**src/rtl/diff_core_pkg.sv**
```systemverilog
// Shared types for the feature-map guard layer scheduler: the layer
// descriptor layout and the scheduler FSM state encoding.
package diff_core_pkg;

    localparam int DESC_W = 26;

    // Field order matches the packed config word {w,h,c,kernal_mode,bit_mode}.
    typedef struct packed {
        logic [7:0] w;
        logic [7:0] h;
        logic [7:0] c;
        logic       kernal_mode;
        logic       bit_mode;
    } layer_desc_t;

    typedef enum logic [2:0] {
        IDLE   = 3'd0,
        FETCH  = 3'd1,
        ISSUE  = 3'd2,
        RUN    = 3'd3,
        FINISH = 3'd4
    } sched_state_t;

endpackage

```
**src/rtl/fm_layer_desc_table.sv**
```systemverilog
// Layer descriptor table: flop array cleared by reset, one write port and
// one registered read port. The read register doubles as the descriptor
// output register of the scheduler, so it only updates on a read strobe.
module fm_layer_desc_table
    import diff_core_pkg::*;
#(
    parameter int MAX_LAYERS = 8,
    parameter int LW         = $clog2(MAX_LAYERS)
) (
    input  logic              clk,
    input  logic              rst_n,
    input  logic              we,
    input  logic [LW-1:0]     waddr,
    input  logic [DESC_W-1:0] wdata,
    input  logic              re,
    input  logic [LW-1:0]     raddr,
    output logic [DESC_W-1:0] rdata
);

    logic [DESC_W-1:0] mem [MAX_LAYERS];

    // Table storage: cleared on reset, single write port.
    always_ff @(posedge clk or negedge rst_n) begin
        if (!rst_n) begin
            for (int i = 0; i < MAX_LAYERS; i++) begin
                mem[i] <= '0;
            end
        end else if (we) begin
            mem[waddr] <= wdata;
        end
    end

    // Registered read: holds the last fetched entry until the next read strobe.
    always_ff @(posedge clk or negedge rst_n) begin
        if (!rst_n) begin
            rdata <= '0;
        end else if (re) begin
            rdata <= mem[raddr];
        end
    end

endmodule

```
**src/rtl/fm_guard_layer_sched.sv**
```systemverilog
// Layer scheduler for the feature-map guard generator. Walks layers
// 0..num_layers-1 of the descriptor table: fetch a descriptor, offer it on
// the config handshake, then wait for the controller's layer-finish pulse.
//
// Handshake: ctrl_valid is a register. Once raised it stays high with the
// descriptor fields frozen until a cycle where ctrl_valid && ctrl_ready is
// sampled at the clock edge (the transfer), or an abort drops it. ctrl_valid
// never depends combinationally on ctrl_ready.
module fm_guard_layer_sched
    import diff_core_pkg::*;
#(
    parameter int MAX_LAYERS = 8,
    parameter int LW         = $clog2(MAX_LAYERS)
) (
    input  logic              clk,
    input  logic              rst_n,
    input  logic              cfg_we,
    input  logic [LW-1:0]     cfg_addr,
    input  logic [DESC_W-1:0] cfg_wdata,
    output logic              cfg_err,
    input  logic              start,
    input  logic [LW:0]       num_layers,
    input  logic              abort,
    output logic              busy,
    output logic              done,
    output logic              aborted,
    output logic [LW-1:0]     cur_layer,
    output logic              ctrl_valid,
    input  logic              ctrl_ready,
    input  logic              ctrl_finish,
    output logic [7:0]        w_num_o,
    output logic [7:0]        h_num_o,
    output logic [7:0]        c_num_o,
    output logic              kernal_mode_o,
    output logic              bit_mode_o,
    output logic [2:0]        dbg_state
);

    localparam logic [LW:0] MAX_CNT = (LW+1)'(MAX_LAYERS);

    sched_state_t      state, state_n;
    logic [LW:0]       num_q, num_n;
    logic [LW-1:0]     cur_q, cur_n;
    logic              busy_q, busy_n;
    logic              done_q, done_n;
    logic              aborted_q, aborted_n;
    logic              cfg_err_q, cfg_err_n;
    logic              valid_q, valid_n;
    logic              pend_q, pend_n;
    logic              tbl_we;
    logic              rd_en;
    logic              last_layer;
    logic [LW:0]       num_clamped;
    logic [DESC_W-1:0] desc_bits;
    layer_desc_t       desc;

    fm_layer_desc_table #(
        .MAX_LAYERS (MAX_LAYERS),
        .LW         (LW)
    ) u_table (
        .clk   (clk),
        .rst_n (rst_n),
        .we    (tbl_we),
        .waddr (cfg_addr),
        .wdata (cfg_wdata),
        .re    (rd_en),
        .raddr (cur_q),
        .rdata (desc_bits)
    );

    // Layer counts above the table depth run the whole table, which also
    // keeps the layer index from ever wrapping.
    assign num_clamped = (num_layers > MAX_CNT) ? MAX_CNT : num_layers;
    // num_q is at least 1 whenever RUN is reachable.
    assign last_layer  = ({1'b0, cur_q} == (num_q - (LW+1)'(1)));

    // Next-state and next-output logic for the sequencing FSM.
    always_comb begin
        state_n   = state;
        num_n     = num_q;
        cur_n     = cur_q;
        busy_n    = busy_q;
        done_n    = 1'b0;
        aborted_n = 1'b0;
        valid_n   = valid_q;
        pend_n    = pend_q;
        rd_en     = 1'b0;
        // Writes only land while idle; a write that lands with start is
        // visible to the first fetch.
        tbl_we    = cfg_we && (state == IDLE);
        cfg_err_n = cfg_we && (state != IDLE);

        case (state)
            IDLE: begin
                if (start) begin
                    num_n   = num_clamped;
                    busy_n  = 1'b1;
                    cur_n   = '0;
                    pend_n  = 1'b0;
                    state_n = (num_clamped == '0) ? FINISH : FETCH;
                end
            end
            FETCH: begin
                if (abort) begin
                    aborted_n = 1'b1;
                    busy_n    = 1'b0;
                    state_n   = IDLE;
                end else begin
                    rd_en   = 1'b1;
                    valid_n = 1'b1;
                    state_n = ISSUE;
                end
            end
            ISSUE: begin
                // A completed transfer takes priority: an abort in the same
                // cycle is deferred as if it arrived during RUN.
                if (valid_q && ctrl_ready) begin
                    valid_n = 1'b0;
                    state_n = RUN;
                    if (abort) begin
                        pend_n = 1'b1;
                    end
                end else if (abort) begin
                    valid_n   = 1'b0;
                    aborted_n = 1'b1;
                    busy_n    = 1'b0;
                    state_n   = IDLE;
                end
            end
            RUN: begin
                // The downstream layer cannot be cancelled, so an abort is
                // remembered and honoured when the layer finishes.
                if (abort) begin
                    pend_n = 1'b1;
                end
                if (ctrl_finish) begin
                    if (pend_q || abort) begin
                        aborted_n = 1'b1;
                        busy_n    = 1'b0;
                        pend_n    = 1'b0;
                        state_n   = IDLE;
                    end else if (last_layer) begin
                        state_n = FINISH;
                    end else begin
                        cur_n   = cur_q + LW'(1);
                        state_n = FETCH;
                    end
                end
            end
            FINISH: begin
                done_n  = 1'b1;
                busy_n  = 1'b0;
                state_n = IDLE;
            end
            default: begin
                state_n = IDLE;
            end
        endcase
    end

    // State, counters and registered status outputs.
    always_ff @(posedge clk or negedge rst_n) begin
        if (!rst_n) begin
            state     <= IDLE;
            num_q     <= '0;
            cur_q     <= '0;
            busy_q    <= 1'b0;
            done_q    <= 1'b0;
            aborted_q <= 1'b0;
            cfg_err_q <= 1'b0;
            valid_q   <= 1'b0;
            pend_q    <= 1'b0;
        end else begin
            state     <= state_n;
            num_q     <= num_n;
            cur_q     <= cur_n;
            busy_q    <= busy_n;
            done_q    <= done_n;
            aborted_q <= aborted_n;
            cfg_err_q <= cfg_err_n;
            valid_q   <= valid_n;
            pend_q    <= pend_n;
        end
    end

    assign desc          = layer_desc_t'(desc_bits);
    assign w_num_o       = desc.w;
    assign h_num_o       = desc.h;
    assign c_num_o       = desc.c;
    assign kernal_mode_o = desc.kernal_mode;
    assign bit_mode_o    = desc.bit_mode;

    assign cfg_err    = cfg_err_q;
    assign busy       = busy_q;
    assign done       = done_q;
    assign aborted    = aborted_q;
    assign cur_layer  = cur_q;
    assign ctrl_valid = valid_q;
    assign dbg_state  = state;

endmodule
```
**config.mk**
```make
export PLATFORM = sky130hd
export DESIGN_NAME = fm_guard_layer_sched
export DESIGN_NICKNAME = d
export VERILOG_FILES = /design/src/rtl/diff_core_pkg.sv /design/src/rtl/fm_layer_desc_table.sv /design/src/rtl/fm_guard_layer_sched.sv
export SDC_FILE = /design/constraint.sdc
export NUM_CORES = 1
export LEC_CHECK = 0
export ABC_AREA = 1
export CAP_MARGIN = 20
export CORE_UTILIZATION = 45
export DETAILED_ROUTE_END_ITERATION = 12
export SETUP_SLACK_MARGIN = 0.1
export SLEW_MARGIN = 20
export SYNTH_ARGS = -nofsm -noshare
export SYNTH_HDL_FRONTEND = slang
export SYNTH_HIERARCHICAL = 1
export SYNTH_SLANG_ARGS = --single-unit
```
**constraint.sdc**
```tcl
create_clock -name clk -period 1.81 [get_ports clk]
set_clock_uncertainty 0.05 [all_clocks]
set_input_delay 0.362 -clock clk [delete_from_list [all_inputs] [get_ports clk]]
set_output_delay 0.362 -clock clk [all_outputs]
set_load 0.02 [all_outputs]
```
# == Word level (Yosys, flattened, before mapping) ==
# Cells that the tools add are included.
# totals
ff_bits,250
out_inout_bits,37
word_cells,103
# op_classes
add_sub_neg,2
order_cmp,4
eq_ne,14
mux,45
bitwise_logic,2
n_reduce_logical,18
# ops
cell,n
$bwmux W208,1
$bmux W26 S3,1
$demux W26 S3,1
$mux W26,3
$mux W3,11
$mux W1,20
$ne A2 B2 Y1 const B,8
$pmux W3 S4,1
$reduce_and A5 Y1,2
$reduce_and A3 Y1,3
$ge A4 B4 Y1 const B,2
$not A3 Y4,2
$eq A3 B2 Y1 const B,2
$pmux W1 S3,2
$pmux W3 S2,1
$reduce_bool A3 Y1,2
$pmux W1 S5,1
$reduce_bool A5 Y1,1
$eq A3 B4 Y1,1
$gt A4 B4 Y1 const B,1
$logic_and A1 B1 Y1,4
$logic_not A4 Y1,1
$lt A4 B1 Y1 const B,1
$mux W4,1
11 further kinds,12

# == Logic depth before layout (Yosys ltp) ==
# depth
ltp_word,6
mapped_depth,12

# == By module ==
# Netlist, hierarchy kept.
# by_module_without_submodules
mod,instances,cells_each,area_each_um2
fm_layer_desc_table,1,1405,10782.8
fm_guard_layer_sched,1,139,1031.0

# == Worst setup path after synthesis ==
# No wires, ideal clock.
# synth_path
path_kind,flip-flop to flip-flop
start,"register state[0], in the netlist dbg_state[0]"
end,register u_table/mem[44] in the netlist's numbering
setup_ns,0.134
arrival_ns,1.582
setup_slack_ns,0.045
stages_incl_launch_ff,10
n_path_buf,1
synth_period_minus_slack_ns,1.765
path_cell_list,dfrtp_1 nor2_2 nand2_4 nor2_1 inv_1 nor2_2 nand3_1 clkbuf_1 nand2_1 o21ai_0
# synth_between
elab_chain_cells,2
# synth_lines
item,line_no,text
start: declaration,fm_guard_layer_sched.sv:41,"sched_state_t state, state_n;"
start signal: assignment,fm_guard_layer_sched.sv:174,state <= state_n;
$logic_not A3 Y1,fm_guard_layer_sched.sv:90,tbl_we = cfg_we && (state == IDLE);
$logic_and A1 B1 Y1,fm_guard_layer_sched.sv:90,
net tbl_we,fm_guard_layer_sched.sv:50,logic tbl_we;
end signal: indexed assignment,fm_layer_desc_table.sv:29,mem[waddr] <= wdata;
end: declaration,fm_layer_desc_table.sv:20,logic [DESC_W-1:0] mem [MAX_LAYERS];
# The timed path passes the listed nets, and every way through them passes these cells.
# A chain may end at the register's enable or synchronous reset.

# == Worst setup path after layout ==
# layout_path
start,"register state[0], in the netlist dbg_state[0]"
end,register u_table/mem[31] in the netlist's numbering
# Same word-level chain as after synthesis.

==> results_dict.tcl <==
set metrics [dict create \
    outcome "finished, violations left" \
    violations "setup timing" \
    final.setup.tns_ns -0.04903 \
    synth-compound-area-share 0.09574 \
    wl_um 35330 \
    power.leakage_nw 8.166 \
    via_count 10425 \
    gr_usage_total 0.2451 \
    postSynthCellCount 1544 \
    min_delay_path_class "in2async" \
    grt_start_max_net_pins 67 \
    critical_path.startpoint "dbg_state[0]" \
    crit_required_ns 2.17 \
    cts_sinks 250 \
    core_region_area_um2 25470 \
    hold_violations 0 \
    area_growth_syn_to_layout_pct 34.58 \
    gp_routability_congestion 0.8014 \
    number_of_antenna_violations_at_the_first_check_in_global_routing 1 \
    cts.root.buffer_cell "clkbuf_16" \
    synth-adder-area-share 0.002118 \
    timing.rr.start "dbg_state[0]" \
    synth_simple_gate_area_frac 0.2695 \
    muxShareOfSynthArea 0 \
    main_synth_ff_type "dfrtp_1" \
    postSynthAreaPerCell_um2 7.651 \
    final.period_utilization 1.009 \
    mappedNetlistNets 1586 \
    setup.worst_path.class "reg2reg" \
    die_width_um 164.0 \
    slowest_stage "dfrtp_2" \
    synthDistinctLibCells 31 \
    cap_violations 0 \
    grt_overflow_total 0 \
    holdWs_ns 0.2788 \
    powerDensity_nw_per_um2 1574 \
    timing.critical_path.mode_cell "nor2_4" \
    finalNetCount 1704 \
    die_area_um2 26900 \
    wire_length_of_the_first_global_routing_pass_um 51260 \
    io_buffer_count 76 \
    cts-buffers-inserted 27 \
    synth_top_family_by_area "simple AND/OR/NAND/NOR gates" \
    ant_nets 0 \
    fp-row-count 58 \
    synth-async-reset-ratio 1.000 \
    hpwl_um 18270 \
    end_kind "register" \
    synth_sequential_area_ratio 0.5295 \
    timing.slew.headroom 0.6679 \
    cell_total_after_placement 1914 \
    cts_tree "done" \
    clock_tree.htree_level_count 1 \
    antenna-diode-count 0 \
    clock_tree.buffer_depth 3 \
    layout_commonest_cell "nand2_1" \
    rsz0062_at_grt "true" \
    detail_route.vias_per_cell 5.184 \
    timing.final.setup_violations 9 \
    clock_insertion_delay_worst_skew_ns 0.53 \
    final_layout_size_suffix_gt1_frac 0.1963 \
    drt_pre_antenna_iters 5 \
    synth_area_um2 11810 \
    layout_common_cells "nand2_1 (463), dfrtp_1 (246), inv_1 (208)" \
    post-route-worst-setup-slack_ns -0.01558 \
    ys_warn_count 6 \
    min_period_ns 1.826 \
    timing_worst_slew_pin_value_ns 0.4963 \
    stdcell_count 2011 \
    finalMaxSlewViolations 0 \
    worstPathCellList "nor2_4 > nand2_4 > nor2_4 > buf_6 > inv_4 > nor2_4 > nand3_4 > buf_12 > clkbuf_16 > nand2_2 > o21ai_1" \
    ys_seq_elements 250 \
    first_global_vias 9698 \
    floorplan.die.height_um 164.0 \
    initialDrtViolationCount 775 \
    nFillCells 2191 \
    drc 0 \
    arrival_time_of_the_worst_setup_path_ns 2.19 \
    timing.fmax_ghz 0.5478 \
    vdd.ir_drop.worst_uv 797.1 \
    crit_path_max_fanout 8 \
    initial_core_util 0.4638 \
    cp-start-kind "register" \
    clk_pin_slew_worst_paths_ns 0.06 \
    drt-wirelength-per-cell_um 17.57 \
    io-pin-count 77 \
    number_of_flops_mapped_to_enable_cells_by_yosys 0 \
    delay_contributed_by_the_slowest_stage_of_the_critical_path_ns 0.42 \
    yosys.area_share.xor_xnor 0.0007414 \
]
cells in the mapped netlist (2+ instances only):
master	n	share of area
nand2_1	557	0.18
dfrtp_1	250	0.53
inv_1	212	0.067
o21ai_0	194	0.082
nand3_1	166	0.070
clkbuf_1	38	0.012
buf_2	36	0.015
nor2_1	17	0.0054
o21ai_1	17	0.0072
buf_1	7	0.0022
inv_2	7	0.0022
a21oi_1	5	0.0021
nand2_2	5	0.0026
nand2_4	4	0.0038
nand4_1	4	0.0021
clkinv_1	3	0.00095
o22ai_1	3	0.0016
buf_4	2	0.0013
ha_1	2	0.0021
nand3_2	2	0.0017
nor2_2	2	0.0011
nor2_4	2	0.0019
area by class of cell:
type | count | area, um^2 | share of cell area
clock buffers | 37 | 783.3 | 0.04926
clock inverters | 11 | 165.2 | 0.01039
inverters | 222 | 839.6 | 0.05281
multi-input cells | 989 | 5107 | 0.3212
flip-flops and latches | 250 | 6264 | 0.3940
well taps | 330 | 412.9 | 0.02597
repair buffers | 172 | 2327 | 0.1464
per-layer routing:
metal	global-route usage	wire length (um)
met1	0.3484	15760
met4	0.05303	816
met5	0	0
met2	0.4020	16580
met3	0.02980	2171
report_power, final:
group          switching, W  internal (W)
Sequential          0.00151       0.00813
Clock               0.00228       0.00358
Combinational       0.00552       0.00400
Total               0.00932        0.0157
stage by stage:
step / total power (W) / instance area [um^2] / util / setup WS (ns)
after floorplan: 0.01521 / 11820 / - / 0.1134
after global placement: 0.01758 / 13210 / 0.5185 / -0.2213
after detailed placement: 0.01784 / 13210 / 0.5185 / -0.2387
after CTS: 0.02377 / 14590 / 0.5727 / -0.02746
after global routing: 0.02691 / 15900 / 0.6242 / -0.1125
final: 0.02502 / 15900 / 0.6242 / -0.01558
flip-flops by register name (all words and copies together), names as in the netlist:
signal and count:
ctrl_valid 1, dbg_state 3, u_table/mem 208, aborted 1, num_q 4, done 1, u_table/rdata 26, cfg_err 1
busy 1, pend_q 1, cur_layer 3
what timing repair did:
item,4_1_cts,5_1_grt
gates cloned,6,24
endpoints found under the hold margin,39,0
endpoints found under the setup margin,228,241
setup buffers,8,12
gates resized for setup,133,279
hold buffers,1,0
pin swaps,8,11
logic make-up after synthesis:
family                     count (synthesis)
AOI/OAI and AO/OA                        223
xor gates and xnor gates                   1
adders and majority gates                  2
buffers and inverters                    306
DFF                                      250
and+or+nand+nor                          762
worst max-delay path, delay by kind of cell, from the launching register on:
family          cells  cell delay [ns]
simple gates        6             0.64
buf+inv             4             0.53
flops               1             0.42
compound gates      1             0.05
path summary, 6_finish.rpt:
| path | end | slack, ns | cells after the start |
|---|---|---|---|
| hold reg to reg | u_table/rdata[13] | 0.42 | 2 |
| hold / removal | u_table/mem[6] | 0.28 | 2 |
| max in group asynchronous | u_table/rdata[0] | 0.79 | 3 |
| setup reg to reg | u_table/mem[31] | -0.02 | 11 |
| setup / recovery | u_table/mem[31] | -0.02 | 11 |
| min in group clk | u_table/mem[19] | 0.36 | 3 |
No activity file was read; power rests on OpenSTA's default activity.
